[config.mk]
export PLATFORM = sky130hd
export DESIGN_NAME = bin2bcd_seq
export DESIGN_NICKNAME = d
export VERILOG_FILES = /design/src/rtl/bin2bcd_seq.sv
export SDC_FILE = /design/constraint.sdc
export NUM_CORES = 1
export LEC_CHECK = 0
export CAP_MARGIN = 20
export CORE_ASPECT_RATIO = 1.4
export CORE_UTILIZATION = 40
export CTS_CLUSTER_DIAMETER = 50
export DETAILED_ROUTE_END_ITERATION = 8
export PLACE_DENSITY = 0.61
export SETUP_SLACK_MARGIN = 0.15
export SYNTH_ARGS = -nofsm -noshare
export SYNTH_HDL_FRONTEND = slang
export SYNTH_SLANG_ARGS = --single-unit
[constraint.sdc]
create_clock -name sys_clk -period 3.65 [get_ports sys_clk]
set_clock_uncertainty 0.2 [all_clocks]
set_input_delay 0.73 -clock sys_clk [delete_from_list [all_inputs] [get_ports sys_clk]]
set_output_delay 0.73 -clock sys_clk [all_outputs]
set_load 0.02 [all_outputs]
[src/rtl/bin2bcd_seq.sv]
// -----------------------------------------------------------------------------
// bin2bcd_seq -- sequential 8-bit binary to 3-digit BCD converter
//              (shift-and-add-3, also called double dabble).
//
// A conversion takes eight SHIFT cycles after the accepting edge. The next
// request can be accepted in the cycle where done is high, which gives one
// conversion every nine cycles.
//
// Handshake: a request is taken when start=1 on a rising edge while the FSM
// is in IDLE (busy=0). start is ignored while busy=1 and at any edge where
// sys_rst_n=0. Requests are not queued. done is a one-cycle pulse. bcd_out
// holds its value from one done pulse until the next.
//
// Ports
//   sys_clk    in   1   clock; all state updates on the rising edge
//   sys_rst_n  in   1   synchronous active-low reset
//   start      in   1   conversion request, sampled only in IDLE
//   data_in    in   8   unsigned binary operand, captured on the accepting edge
//   busy       out  1   high exactly while the FSM is in SHIFT
//   done       out  1   registered one-cycle completion pulse
//   bcd_out    out  12  registered result {hundreds, tens, ones}
// -----------------------------------------------------------------------------
module bin2bcd_seq (
  input  logic        sys_clk,
  input  logic        sys_rst_n,
  input  logic        start,
  input  logic [7:0]  data_in,
  output logic        busy,
  output logic        done,
  output logic [11:0] bcd_out
);

  typedef enum logic {
    IDLE  = 1'b0,
    SHIFT = 1'b1
  } state_t;

  state_t      state, state_nx;
  // [19:8] BCD field (three nibbles), [7:0] binary field still to be shifted in
  logic [19:0] sr, sr_nx, sr_adj;
  logic [2:0]  cnt, cnt_nx;
  logic        done_nx;
  logic [11:0] bcd_nx;

  // Add 3 to every BCD nibble that is 5 or more. Each nibble is adjusted on
  // its own 4 bits, so no carry moves into the next nibble. After the shift
  // this keeps every digit within 0..9.
  always_comb begin
    sr_adj = sr;
    for (int k = 0; k < 3; k++) begin
      if (sr[8 + 4*k +: 4] >= 4'd5)
        sr_adj[8 + 4*k +: 4] = sr[8 + 4*k +: 4] + 4'd3;
    end
  end

  always_comb begin
    state_nx = state;
    sr_nx    = sr;
    cnt_nx   = cnt;
    done_nx  = 1'b0;
    bcd_nx   = bcd_out;
    case (state)
      IDLE: begin
        if (start) begin
          sr_nx    = {12'd0, data_in};
          cnt_nx   = 3'd0;
          state_nx = SHIFT;
        end
      end
      SHIFT: begin
        sr_nx  = {sr_adj[18:0], 1'b0};
        cnt_nx = cnt + 3'd1;
        // cnt==7 marks the eighth and last shift.
        if (cnt == 3'd7) begin
          bcd_nx   = sr_nx[19:8];
          done_nx  = 1'b1;
          state_nx = IDLE;
        end
      end
      default: state_nx = IDLE;
    endcase
  end

  always_ff @(posedge sys_clk) begin
    if (!sys_rst_n) begin
      state   <= IDLE;
      sr      <= 20'd0;
      cnt     <= 3'd0;
      done    <= 1'b0;
      bcd_out <= 12'h000;
    end else begin
      state   <= state_nx;
      sr      <= sr_nx;
      cnt     <= cnt_nx;
      done    <= done_nx;
      bcd_out <= bcd_nx;
    end
  end

  // The state register drives busy directly, so busy is registered and is
  // high exactly while the FSM is in SHIFT.
  assign busy = (state == SHIFT);

endmodule

==> results of run 1 <==
## final cells by class
type	instances	share of cell area
Clock buffer	7	0.04236
Inverter	10	0.01842
Multi-Input combinational cell	126	0.4205
Sequential cell	37	0.3634
Tap cell	43	0.02640
Timing Repair Buffer	27	0.1289
## sequential cells by signal, indices dropped and copies added, names as in the netlist
name	count
sr	20
bcd_out	12
cnt	3
busy	1
done	1
## worst max path at each step
stage                     depth (start not counted)  endpoint  slack (ps)  start
after global routing                              4    sr[19]        1340  start
after global placement                            4     sr[7]        1190  start
final                                             3    sr[13]        1450  start
after CTS                                         4     sr[3]        1440  start
after floorplan                                   4    sr[10]        1990  start
after detailed placement                          4     sr[3]        1140  start
## worst register-to-register path, cell delays in order, from the launching register on
cell and delay [ps]:
dfxtp_1 330, inv_1 140, ha_1 250, nand2b_1 90
a21oi_2 240, mux2_4 340, o32ai_1 120
## cells by family (layout without fill, tap and decap cells)
family                   after synthesis  count (layout)
AO/OA/AOI/OAI                         47              47
XOR/XNOR                               3               3
adder cells (fa/ha/maj)                8               8
buffers and inverters                 20              44
flip-flops                            37              37
multiplexers                          12              12
AND/OR/NAND/NOR                       56              56
## through the flow
stage,hold WS (ps),setup slack (ps),instances,instance area [um^2],util
after floorplan,260.2,1990,183,1717,-
after global placement,234.4,1189,243,1952,0.4855
after detailed placement,236.1,1142,243,1952,0.4855
after CTS,245.8,1440,250,2038,0.5070
after global routing,274.9,1341,250,2038,0.5070
final,243.4,1454,250,2038,0.5070
## cells in the final DEF, fill, tap and decap left out, types with 8 or more instances in the layout
| cell type | instances |
|---|---|
| clkdlybuf4s50_1 | 24 |
| a21oi_1 | 8 |
| mux2i_1 | 9 |
| o21ai_0 | 15 |
| o21ai_1 | 8 |
| nor3b_1 | 10 |
| ha_1 | 8 |
| nand2_1 | 19 |
| inv_1 | 10 |
| dfxtp_1 | 37 |
## power groups by stage
stage / sequential, W / clock (W) / combinational (W)
global route: 0.000416 / 0.000311 / 0.0000648
floorplan: 0.000425 / 0 / 0.0000420
finish: 0.000416 / 0.000280 / 0.0000576
global placement: 0.000424 / 0 / 0.0000576
detailed placement: 0.000425 / 0 / 0.0000586
CTS: 0.000416 / 0.000289 / 0.0000590
## layer usage
| layer | GRT usage | vias up |
|---|---|---|
| met5 | 0 | - |
| met3 | 0.03890 | 5 |
| met2 | 0.2872 | 25 |
| li1 | - | 683 |
| met1 | 0.1618 | 621 |
| met4 | 0.06098 | 0 |
==> impl_metrics.json, run 1 <==
{
  "outcome": "finished, violations left",
  "violations": "design-rule violations",
  "vias": 1334,
  "p_switching_w": 0.0001638,
  "relSlewSlack": 0.5455,
  "drt_iter0_markers": 35,
  "p_int_w": 0.0005891,
  "synth-edff-count": 0,
  "p_leak_nw": 0.7380,
  "synth_top_family_by_area": "simple AND/OR/NAND/NOR gates",
  "insertion_delay_ps": 280,
  "critPathKind": "input port to flip-flop",
  "io_pins": 25,
  "syn-num-nets": 202,
  "synthCells": 183,
  "ant_nets": 0,
  "synth.distinct_cells": 29,
  "synth_compound_area_frac": 0.1691,
  "wl_met2_mm": 1.700,
  "insertedDiodeCount": 0,
  "maxCapViolCount": 0,
  "overflow": 0,
  "vdd_drop_max_uv": 202.1,
  "yosysTopAreaCell": "dfxtp_1",
  "finalCriticalPeriod_ps": 2196,
  "p_seq_frac": 0.552,
  "wl_met1_mm": 1.336,
  "synthMuxAreaShare": 0.07872,
  "grt_pass1_wl_mm": 5.416,
  "area_delta_synth_final_pct": 18.73,
  "fillers": 394,
  "drive_above_1_share": 0.08213,
  "min_to": "bcd_out[2]",
  "max_freq_mhz": 455.3,
  "hpwl_mm": 2.261,
  "finalSetupViolations": 0,
  "synth_ff_type": "dfxtp_1",
  "via_per_inst": 5.336,
  "crit_buf_inv": 1,
  "power.total_w": 0.0007530,
  "fin_nets": 226,
  "switching_share": 0.2176,
  "crit_path_end_kind": "flip-flop",
  "crit_path_max_incr_delay_ps": 760,
  "htreeDepth": 2,
  "synth_top_area_share": 0.4315,
  "port_buffers": 24,
  "cts_hold_buf": 0,
  "clkTransAtPathRegs_ps": 70,
  "ys_seq_elements": 37,
  "cp-start-kind": "input port",
  "grt_max_degree": 41,
  "fin_tns_setup_ps": 0,
  "synthTopCellsByCount": "dfxtp_1, nand2_1, o21ai_0",
  "synth_most_common_cell": "dfxtp_1",
  "post_cts_buffers": 0,
  "power_density_nw_per_um2": 369.4,
  "cts_sinks": 37,
  "core_um2": 4020,
  "syn-cell-area_um2": 1717,
  "grt_usage": 0.1544,
  "reg2reg_setup_slack_ps": 1840,
  "dr.pass1.iters": 6,
  "syn_area_per_cell_um2": 9.381,
  "timing.rr.end": "sr[18]",
  "multi_input_area_um2": 857.1,
  "crit_fanout": 15,
  "rows": 27,
  "worstHoldStart": "bcd_out[2]",
  "grt_pass1_vias": 1236,
  "holdPathStages": 2,
  "regArea_um2": 740.7,
  "grt_antenna_before_repair": 0,
  "numCtsBuffers": 5,
  "wl_mm": 3.197,
  "slowest_stage": "clkdlybuf4s50_1",
  "dieHeight_um": 79.51,
  "clockPowerShare": 0.372,
  "required_ps": 3630,
  "finalHoldViolCount": 0,
  "min_period_over_period": 0.6017,
  "synthAdderAreaFrac": 0.05831,
  "ys_warn_count": 0,
  "synth-simple-area-share": 0.1778,
  "grt_setup_unrepaired": "false",
  "worst-r2r-cell-count": 6,
  "max_slew.worst_pin.slew_ps": 679.7,
  "dieArea_um2": 4561,
  "ys_seq_area_frac": 0.4315,
  "async_flop_share": 0,
  "min_path_type": "flip-flop to flip-flop",
  "drv_slew": 0,
  "synthXorXnorAreaFrac": 0.01531,
  "crit_family": "buffers and inverters",
  "pwr-share-comb": 0.077,
  "fp.dieW_um": 57.37,
  "gp_congestion": 0.7196,
  "highest_layer": "met4",
  "root_buffer": "clkbuf_8",
  "start_util": 0.4270,
  "path_cells": "clkdlybuf4s50_1 > nand2b_2 > o32ai_1",
  "synth_area_leaders": "dfxtp_1, ha_1, mux2i_1, nor3b_1, o21ai_0",
  "tritoncts": "done",
  "wl_per_cell_um": 12.79,
  "met3_length_um": 118,
  "drc_errors": 1,
  "worstPathArrival_ps": 2180,
  "cts_resized": 0,
  "clk_path_buf_depth": 2,
  "reg2reg_from": "sr[16]"
}
Note: power is estimated with default switching activity, not from simulation.
==> run 2: changes to the inputs <==
==> constraint.sdc (replaced) <==
create_clock -name sys_clk -period 2.15 [get_ports sys_clk]
set_clock_uncertainty 0.2 [all_clocks]
set_input_delay 0.43 -clock sys_clk [delete_from_list [all_inputs] [get_ports sys_clk]]
set_output_delay 0.43 -clock sys_clk [all_outputs]
set_load 0.02 [all_outputs]
==> impl_metrics.json, run 2 (synthesized netlist as in run 1, its figures left out) <==
{
  "fp.dieW_um": 57.37,
  "grt_pass1_vias": 1297,
  "numCtsBuffers": 5,
  "area_delta_synth_final_pct": 21.36,
  "pwr-share-comb": 0.076,
  "max_freq_mhz": 528.2,
  "p_switching_w": 0.0002958,
  "wl_met1_mm": 1.335,
  "finalCriticalPeriod_ps": 1893,
  "dieHeight_um": 79.51,
  "power_density_nw_per_um2": 640.5,
  "highest_layer": "met4",
  "overflow": 0,
  "drv_slew": 0,
  "finalHoldViolCount": 0,
  "slowest_stage": "dfxtp_1",
  "via_per_inst": 5.318,
  "maxCapViolCount": 0,
  "p_seq_frac": 0.528,
  "ant_nets": 0,
  "grt_setup_unrepaired": "false",
  "crit_fanout": 5,
  "power.total_w": 0.001334,
  "place_area_um2": 1982,
  "max_slew.worst_pin.slew_ps": 358.5,
  "fin_tns_setup_ps": 0,
  "p_leak_nw": 0.7665,
  "cts_hold_buf": 0,
  "layout_common_cells": "dfxtp_1, clkdlybuf4s50_1, nand2_1",
  "drc_errors": 1,
  "largest_register_ffs": 20,
  "mostFrequentLayoutCell": "dfxtp_1",
  "vias": 1356,
  "clk_path_buf_depth": 2,
  "cts_resized": 0,
  "fin_area_um2": 2083,
  "gp_congestion": 0.7800,
  "min_path_type": "flip-flop to flip-flop",
  "cts_sinks": 37,
  "required_ps": 2140,
  "outcome": "finished, violations left",
  "start_util": 0.4270,
  "wl_per_cell_um": 12.76,
  "insertedDiodeCount": 0,
  "insertion_delay_ps": 290,
  "switching_share": 0.2217,
  "io_pins": 25,
  "rows": 27,
  "grt_max_degree": 41,
  "htreeDepth": 2,
  "dieArea_um2": 4561,
  "crit_path_max_incr_delay_ps": 340,
  "post_cts_buffers": 0,
  "fin_nets": 230,
  "p_int_w": 0.001039,
  "critPathKind": "flip-flop to flip-flop",
  "core_um2": 4020,
  "clockPowerShare": 0.395,
  "worstPathArrival_ps": 1880,
  "clkTransAtPathRegs_ps": 70,
  "drt_iter0_markers": 34,
  "hpwl_mm": 2.362,
  "vdd_drop_max_uv": 390.4,
  "path_cells": "inv_1 > ha_1 > nand2b_1 > a21oi_2 > mux2_4 > o32ai_1",
  "wl_mm": 3.254,
  "grt_antenna_before_repair": 0,
  "top_regs": "sr (20), bcd_out (12), cnt (3)",
  "crit_path_end_kind": "flip-flop",
  "met3_length_um": 119,
  "finalSetupViolations": 0,
  "top_register": "sr",
  "relSlewSlack": 0.7610,
  "port_buffers": 24,
  "wl_met2_mm": 1.741,
  "cp-start-kind": "flip-flop",
  "root_buffer": "clkbuf_8",
  "tritoncts": "done",
  "grt_usage": 0.1544,
  "grt_pass1_wl_mm": 5.464,
  "dr.pass1.iters": 8,
  "min_period_over_period": 0.8806,
  "violations": "design-rule violations",
  "drive_above_1_share": 0.1085
}
run 2: worst paths after layout:
path | start | to | depth (start not counted) | slack [ps]
hold / removal | bcd_out[9] | bcd_out[9] | 2 | 240
hold reg to reg | bcd_out[9] | bcd_out[9] | 2 | 240
setup reg to reg | sr[16] | sr[18] | 6 | 260
setup / recovery | sr[16] | sr[18] | 6 | 260
run 2: metal layers:
layer,GRT usage,up-vias
li1,-,689
met1,0.1626,634
met2,0.2837,27
met3,0.03890,6
met4,0.06585,0
met5,0,-
run 2: critical path, delay by kind of cell, from the launching register on:
kind / cells / cell delay, ps
adders and majority gates: 1 / 260
and+or+nand+nor: 1 / 100
AOI/OAI and AO/OA: 2 / 400
buffers and inverters: 1 / 150
muxes: 1 / 340
DFF: 1 / 340
run 2: cell type report:
| cell class | count | area (um^2) |
|---|---|---|
| multi-input combinational | 126 | 857.1 |
| tap | 43 | 53.80 |
| timing repair buffer | 31 | 292.8 |
| clock buffer | 7 | 96.34 |
| clock inverter | 1 | 5.005 |
| inverter | 10 | 37.54 |
| fill | 399 | 1937 |
| sequential | 37 | 740.7 |
run 2: power groups by stage:
stage / Clock [W] / Combinational [W] / Sequential (W)
3_3_place_gp: 0 / 0.000102 / 0.000721
5_1_grt: 0.000572 / 0.000114 / 0.000706
6_report: 0.000527 / 0.000102 / 0.000705
2_1_floorplan: 0 / 0.0000713 / 0.000722
4_1_cts: 0.000546 / 0.000103 / 0.000705
3_5_place_dp: 0 / 0.000103 / 0.000721
run 2: metrics by stage:
stage,setup slack [ps],hold slack [ps],std cells,util
global route,159.4,267.9,255,0.5182
global placement,276.5,235.1,247,0.4930
CTS,245.5,248.0,255,0.5182
detailed placement,203.5,237.7,247,0.4930
floorplan,517.2,260.2,183,-
finish,256.8,242.7,255,0.5182
==> run 3: changes to the inputs <==
--- a/config.mk
+++ b/config.mk
@@ -11,6 +11,7 @@
 export CTS_CLUSTER_DIAMETER = 50
 export DETAILED_ROUTE_END_ITERATION = 8
 export PLACE_DENSITY = 0.61
+export REMOVE_ABC_BUFFERS = 1
 export SETUP_SLACK_MARGIN = 0.15
 export SYNTH_ARGS = -nofsm -noshare
 export SYNTH_HDL_FRONTEND = slang
==> impl_metrics.json, run 3 (synthesized netlist as in run 1, its figures left out) <==
{
  "multi_input_area_um2": 857.1,
  "finalCriticalPeriod_ps": 1872,
  "dieArea_um2": 4561,
  "final_core_utilization": 0.5148,
  "layout_common_cells": "dfxtp_1, clkdlybuf4s50_1, nand2_1",
  "cts_hold_buf": 0,
  "rows": 27,
  "grt_max_degree": 41,
  "top_regs": "sr (20), bcd_out (12), cnt (3)",
  "relSlewSlack": 0.7646,
  "worstHoldStart": "bcd_out[2]",
  "numCtsBuffers": 5,
  "root_buffer": "clkbuf_8",
  "grt_setup_unrepaired": "false",
  "cts_sinks": 37,
  "min_period_over_period": 0.8709,
  "maxCapViolCount": 0,
  "max_slew.worst_pin.slew_ps": 353.0,
  "fp.dieW_um": 57.37,
  "htreeDepth": 2,
  "wl_per_cell_um": 12.91,
  "drc_errors": 2,
  "grt_usage": 0.1654,
  "insertion_delay_ps": 290,
  "critPathKind": "flip-flop to primary output",
  "finalSetupViolations": 0,
  "cts_resized": 0,
  "grt_pass1_wl_mm": 5.706,
  "crit_path_end_kind": "primary output",
  "drive_above_1_share": 0.09859,
  "finalHoldViolCount": 0,
  "hold_ws_ps": 246.1,
  "top_register": "sr",
  "clk_path_buf_depth": 2,
  "overflow": 0,
  "min_path_type": "flip-flop to flip-flop",
  "dr.pass1.iters": 6,
  "post_cts_buffers": 0,
  "cp-start-kind": "flip-flop",
  "required_ps": 1520,
  "area_delta_synth_final_pct": 20.55,
  "io_pins": 25,
  "reg2reg_from": "sr[16]",
  "crit_path_max_incr_delay_ps": 610,
  "slowest_stage": "clkdlybuf4s50_1",
  "outcome": "finished, violations left",
  "power.total_w": 0.001267,
  "gp_congestion": 0.7729,
  "grt_antenna_before_repair": 0,
  "crit_family": "buffers and inverters",
  "regArea_um2": 740.7,
  "holdPathStages": 2,
  "worstPathArrival_ps": 1240,
  "fin_nets": 231,
  "vdd_drop_max_uv": 372.3,
  "power_density_nw_per_um2": 612.1,
  "max_freq_mhz": 534.1,
  "mostFrequentLayoutCell": "dfxtp_1",
  "tritoncts": "done",
  "min_to": "bcd_out[2]",
  "grt_pass1_vias": 1268,
  "fillers": 387,
  "clkTransAtPathRegs_ps": 70,
  "dieHeight_um": 79.51,
  "worst-r2r-cell-count": 6,
  "port_buffers": 24,
  "core_um2": 4020,
  "fin_tns_setup_ps": 0,
  "drv_slew": 0,
  "via_per_inst": 5.188,
  "start_util": 0.4270,
  "crit_fanout": 2,
  "drt_iter0_markers": 24,
  "p_leak_nw": 0.7565,
  "reg2reg_setup_slack_ps": 330,
  "wl_mm": 3.305,
  "timing.rr.end": "sr[18]",
  "path_cells": "clkdlybuf4s50_1",
  "insertedDiodeCount": 0,
  "crit_buf_inv": 1,
  "hpwl_mm": 2.447,
  "ant_nets": 0,
  "vias": 1328,
  "violations": "design-rule violations",
  "largest_register_ffs": 20
}
run 3: changes by cell type in the layout (fill, tap and decap cells not counted):
| cell | delta |
|---|---|
| clkbuf_1 | +3 |
| clkbuf_8 | -2 |
| buf_4 | +1 |
| clkinv_2 | -1 |
run 3: layout make-up:
class                           count  share of cell area
Tap cell                           43             0.02600
Sequential cell                    37              0.3579
Multi-Input combinational cell    126              0.4141
Timing Repair Buffer               32              0.1451
Clock buffer                        8             0.03869
Inverter                           10             0.01814
run 3: worst max path at each step:
stage / from / end / slack (ps) / cells past startpoint
floorplan: busy / bcd_out[0] / 160 / 2
CTS: bcd_out[9] / bcd_out[9] / 270 / 1
finish: bcd_out[9] / bcd_out[9] / 280 / 1
global route: sr[16] / sr[18] / 200 / 6
global placement: sys_rst_n / sr[17] / 260 / 5
detailed placement: sys_rst_n / bcd_out[0] / 260 / 5
run 3: metrics by stage:
stage          cell area, um^2  instances  setup slack [ps]
2_1_floorplan             1635        173             160.7
3_3_place_gp              1989        248             263.5
3_5_place_dp              1989        248             263.7
4_1_cts                   2069        256             268.5
5_1_grt                   2069        256             204.3
6_report                  2069        256             277.7
run 3: metal layers:
metal	track usage	vias up	wire (um)
met5	0	-	0
met4	0.08049	0	67
met3	0.04376	5	114
met2	0.2872	23	1655
met1	0.1834	607	1468
li1	-	693	-
run 3: power by group:
part / switching [W] / internal, W / total (W)
logic: 0.0000504 / 0.0000521 / 0.000102
clock network: 0.000229 / 0.000230 / 0.000459
registers: 0.00000696 / 0.000698 / 0.000705
==> variant 1: new RTL, flow settings as in run 2 <==
Register the inputs `start` and `data_in` before use, without a reset. The logic sees them one clock later.
--- a/src/rtl/bin2bcd_seq.sv
+++ b/src/rtl/bin2bcd_seq.sv
@@ -36,4 +36,12 @@
   } state_t;
 
+  logic start_q;
+  logic [7:0] data_q;
+
+  always_ff @(posedge sys_clk) begin
+    start_q <= start;
+    data_q  <= data_in;
+  end
+
   state_t      state, state_nx;
   // [19:8] BCD field (three nibbles), [7:0] binary field still to be shifted in
@@ -62,6 +70,6 @@
     case (state)
       IDLE: begin
-        if (start) begin
-          sr_nx    = {12'd0, data_in};
+        if (start_q) begin
+          sr_nx    = {12'd0, data_q};
           cnt_nx   = 3'd0;
           state_nx = SHIFT;
Behaviour: not the same (a bounded check fails within 4 cycles, from zero or initial values and one cycle with sys_rst_n low).
==> variant 1 against run 2 <==
Area after synthesis rose by 10%; via count rose by 3.0%; maximum frequency rose by 0.90%; sequential cell count rose by 9; critical path depth fell by 5; power rose by 12%; design area rose by 8.8%; worst setup slack improved by 0.017 ns; routed wire length rose by 6.7%; utilization fell by 1.9 points; synthesized cell count rose by 4.9%; critical path type is now flip-flop to primary output; largest cell class is now flip-flops and latches; largest power group unchanged.
==> variant 1: results (changes against run 2) <==
Routing
  • Drt initial violations: 48 (+41%)
  • DR pass1 iterations: 4 (-4)
  • Via count: 1397 (+3.0%)
  • Overall routed net length: 3470 µm (+6.7%)

Cells and area
  • Fraction of final layout cells sized beyond drive strength 1: 0.0917 (-0.0167)
  • Final layout net count: 238 (+3.5%)
  • Largest registers: sr (20), bcd_out (12), data_q (8)
  • # fillers: 437 (+9.5%)
  • Antenna cell count: 0 (unchanged)

Worst setup path
  • CP max FO: 2 (-3)
  • CP arrival: 1.25 ns (-0.63 ns)
  • Crit-path slowest cell: clkdlybuf4s50_1
  • CP delay by family, top: buffers and inverters
  • Worst stage delay on the critical path: 0.61 ns (+0.27 ns)

Outcome
  • Outcome: completed

Pwr
  • Sw Ratio: 0.214 (-0.00751)
  • VDD IR-drop max: 401 µV (+2.8%)
  • Leak pwr: 0.832 nW (+8.5%)

Placed design
  • Post-DP HPWL: 2470 µm (+4.7%)
  • Worst slack, placed: 0.203 ns (-0.000611 ns)
  • Gpl congestion: 0.783 (+0.33%)

Clock network
  • CTS buffer count: 5 (unchanged)
  • Setup bufs post-CTS: 0 (unchanged)

Yosys
  • Post-synthesis xor/xnor area fraction: 0.0139 (-0.00144)
  • Seq/Total Area, Yosys: 0.486 (+0.0546)
  • Post-synthesis mux area share: 0.0713 (-0.00738)
  • Synth Area in Compound Gates: 0.153 (-0.0159)
  • Adder-cell share of the synthesized area: 0.0528 (-0.00547)
  • Synth warn: 0 (unchanged)
  • Commonest cells in the netlist: dfxtp_1 (46), nand2_1 (19), o21ai_0 (13)

STA
  • Rel. slew slack: 0.609 (-0.152)

Global route
  • Total GRT Usage: 0.158 (+0.00338)
  • Global-route wire length before repair: 5980 µm (+9.5%)
==> variant 1: cell types whose count changed after synthesis, sizes merged <==
cell / delta
dfxtp: +9
==> variant 1: through the flow <==
stage	utilization	instances	instance area (µm²)	total power (W)	hold slack (ns)
CTS	0.500	280	2270	0.00151	0.253
detailed placement	0.481	274	2180	0.00101	0.242
global route	0.500	280	2270	0.00155	0.270
floorplan	-	192	1890	0.000974	0.240
global placement	0.481	274	2180	0.00100	0.236
finish	0.500	280	2270	0.00149	0.247
==> variant 1: path summary, 6_finish.rpt <==
check                           startpoint    endpoint  slack (ns)  cells after the start
worst max-delay path            bcd_out[0]  bcd_out[0]        0.27                      1
worst min-delay path            bcd_out[1]  bcd_out[1]        0.25                      2
worst min register to register  bcd_out[1]  bcd_out[1]        0.25                      2
worst max register to register      sr[16]      sr[18]        0.33                      6
==> variant 1: layout make-up <==
class | instances | area share
clock buffers | 6 | 0.0364
repair buffers | 30 | 0.126
flip-flops and latches | 46 | 0.406
well taps | 62 | 0.0342
multi-input cells | 126 | 0.380
inverters | 10 | 0.0166
==> variant 1: power by group through the flow <==
stage	clock [W]	sequential, W	combinational, W
2_1_floorplan	0	0.000903	0.0000713
3_3_place_gp	0	0.000906	0.0000959
3_5_place_dp	0	0.000908	0.0000987
4_1_cts	0.000520	0.000887	0.0000991
5_1_grt	0.000555	0.000890	0.000110
6_report	0.000506	0.000887	0.0000978
==> variant 1: kinds of logic after synthesis <==
| kind of cell | Yosys count |
|---|---|
| AOI/OAI and AO/OA | 47 |
| xor gates and xnor gates | 3 |
| adders and majority gates | 8 |
| buffers and inverters | 20 |
| DFF | 46 |
| muxes | 12 |
| and+or+nand+nor | 56 |
==> variant 1: layer usage <==
layer,part of all wire,vias to the layer above,wire length [µm],global-route usage
met5,0,-,0,0
met4,0.022,0,78,0.0761
met3,0.041,8,144,0.0452
met2,0.51,24,1770,0.267
met1,0.43,654,1480,0.173
li1,-,711,-,-
==> variant 2: new RTL, flow settings as in run 2 <==
Made on the original files. The output `done` loses its register stage (`done` becomes a continuous assignment). Comments in the files are not updated.
--- a/src/rtl/bin2bcd_seq.sv
+++ b/src/rtl/bin2bcd_seq.sv
@@ -87,5 +87,4 @@
       sr      <= 20'd0;
       cnt     <= 3'd0;
-      done    <= 1'b0;
       bcd_out <= 12'h000;
     end else begin
@@ -93,8 +92,9 @@
       sr      <= sr_nx;
       cnt     <= cnt_nx;
-      done    <= done_nx;
       bcd_out <= bcd_nx;
     end
   end
+
+  assign done = done_nx;
 
   // The state register drives busy directly, so busy is registered and is
Check against the original RTL: not equivalent (Yosys sat finds a counterexample within 10 cycles, from zero or initial values and one cycle with sys_rst_n low).
==> variant 2 against run 2 <==
The run still ends with design-rule violations left; routed wire length down 0.71%; sequential share of layout area down 1.3 points; worst setup slack worse by 0.017 ns; sequential cell count down 1; power down 6.4%; area after synthesis up 1.4%; critical path depth down 1; first-iteration DRC count up 35%; via count down 2.1%; global-route usage up 0.061 points; design area up 1.0%; highest routed layer unchanged.
==> variant 2: results (changes against run 2) <==
Worst setup path
  • R2R Path Start: sr[8]
  • CP arrival: 1.28 ns (-0.60 ns)
  • R2R Setup Slk: 0.36 ns (+0.10 ns)
  • CP max FO: 3 (-2)
  • R2r endpoint: sr[10]

Global route
  • Vias in the first global route: 1226 (-5.5%)
  • M2 GR Usage: 0.281 (-0.00233)
  • Total GRT Usage: 0.155 (+0.000615)
  • Met3 usage: 0.0438 (+0.00486)
  • M1 GR Usage: 0.159 (-0.00374)
  • Initial antenna violation count: 0 (unchanged)
  • Global-route wire length before repair: 5350 µm (-2.0%)

Placed design
  • Gpl congestion: 0.764 (-2.0%)
  • Inst Count DP: 251 (+1.6%)
  • Cell Area, Placed: 2030 µm² (+2.6%)
  • Post-DP HPWL: 2430 µm (+2.7%)

Clock network
  • Htree depth: 2 (unchanged)
  • Root Driver: clkbuf_8

Yosys
  • Seq/Total Area, Yosys: 0.414 (-0.0174)
  • Synth cell types: 34 (+17%)
  • Post-synthesis xor/xnor area fraction: 0.0151 (-0.000209)
  • Async SR Flop Fraction: 0 (unchanged)
  • Post-synthesis mux area share: 0.0776 (-0.00108)
  • Net Count, Synth: 204 (+0.99%)
  • Commonest cells in the netlist: dfxtp_1 (36), nand2_1 (23), nor3b_1 (10), o21ai_0 (10), o21ai_1 (10)
  • Adder-cell share of the synthesized area: 0.0575 (-0.000796)
  • Synth Area in Compound Gates: 0.177 (+0.00775)
  • Synth area leaders: dfxtp_1 (41%), ha_1 (5.8%), mux2i_1 (5.2%)

Pwr
  • VDD IR-drop max: 436 µV (+12%)
  • Leak pwr: 0.767 nW (+0.12%)
  • Reg power frac: 0.551 (+0.023)
  • P_sw: 0.000292 W (-1.2%)
  • Logic power comb: 0.000108 W (+6%)

Routing
  • DRC violations left: 1 (unchanged)
  • DR pass1 iterations: 6 (-2)
  • Via count: 1328 (-2.1%)
  • Overall routed net length: 3230 µm (-0.71%)
  • Met3 WL: 107 µm (-10%)
  • Drt initial violations: 46 (+35%)
  • WL met2: 1780 µm (+2.5%)
  • WL met1: 1310 µm (-1.9%)

Cells and area
  • Post-Layout Cell Count: 258 (+1.2%)
  • # fillers: 405 (+1.5%)
  • Fraction of final layout cells sized beyond drive strength 1: 0.136 (+0.0277)
  • Final layout net count: 232 (+0.87%)

Outcome
  • Failing checks: design-rule violations
  • Outcome: complete, but fails checks

STA
  • Rel. slew slack: 0.777 (+0.0161)

Hold path
  • Hold Startpoint: bcd_out[8]
  • Min-Delay Endpoint: bcd_out[8]
variant 2: cell types whose count changed after synthesis, moves of 2 or more:
cell	delta
nand2_1	+4
o21ai_0	-5
nand2b_1	-2
o21ai_2	+3
o21ai_1	+2
variant 2: critical path, stage by stage (launching register included):
cell	delay [ns]
dfxtp_1	0.33
ha_1	0.20
ha_1	0.17
nand2_1	0.11
inv_2	0.05
buf_2	0.15
variant 2: timing repair:
action,4_1_cts,5_1_grt
setup endpoints to repair,2,0
endpoints found under the hold margin,0,0
gates resized for setup,5,0
hold buffers,0,0
variant 2: cell families (layout without fill, tap and decap cells):
logic type / count (synthesis) / after routing
mux: 12 / 12
compound gates: 46 / 46
simple gates: 60 / 60
buf+inv: 20 / 48
xor+xnor: 3 / 3
flops: 36 / 36
fa+ha+maj: 8 / 8
variant 2: cell type report:
class                   count  area [µm²]  area share
clock buffers               6        72.6      0.0345
repair buffers             31         312       0.148
well taps                  45        56.3      0.0268
inverters                  10        37.5      0.0178
clock inverters             1        5.00     0.00238
multi-input cells         129         901       0.428
flip-flops and latches     36         721       0.342
variant 2: worst max-delay path by stage:
stage,startpoint,to,depth (start not counted)
finish,cnt[0],done,5
global route,cnt[0],done,5
CTS,cnt[0],done,5
detailed placement,cnt[0],done,5
global placement,cnt[0],done,5
floorplan,sr[16],sr[18],6
variant 2: stage by stage:
stage | utilization | hold WS [ns] | setup slack [ns] | power, W
after global placement | 0.484 | 0.235 | 0.141 | 0.000810
final | 0.501 | 0.248 | 0.240 | 0.00125
after floorplan | - | 0.254 | 0.520 | 0.000776
after detailed placement | 0.484 | 0.242 | 0.125 | 0.000813
after CTS | 0.501 | 0.252 | 0.216 | 0.00127
after global routing | 0.501 | 0.270 | 0.184 | 0.00130
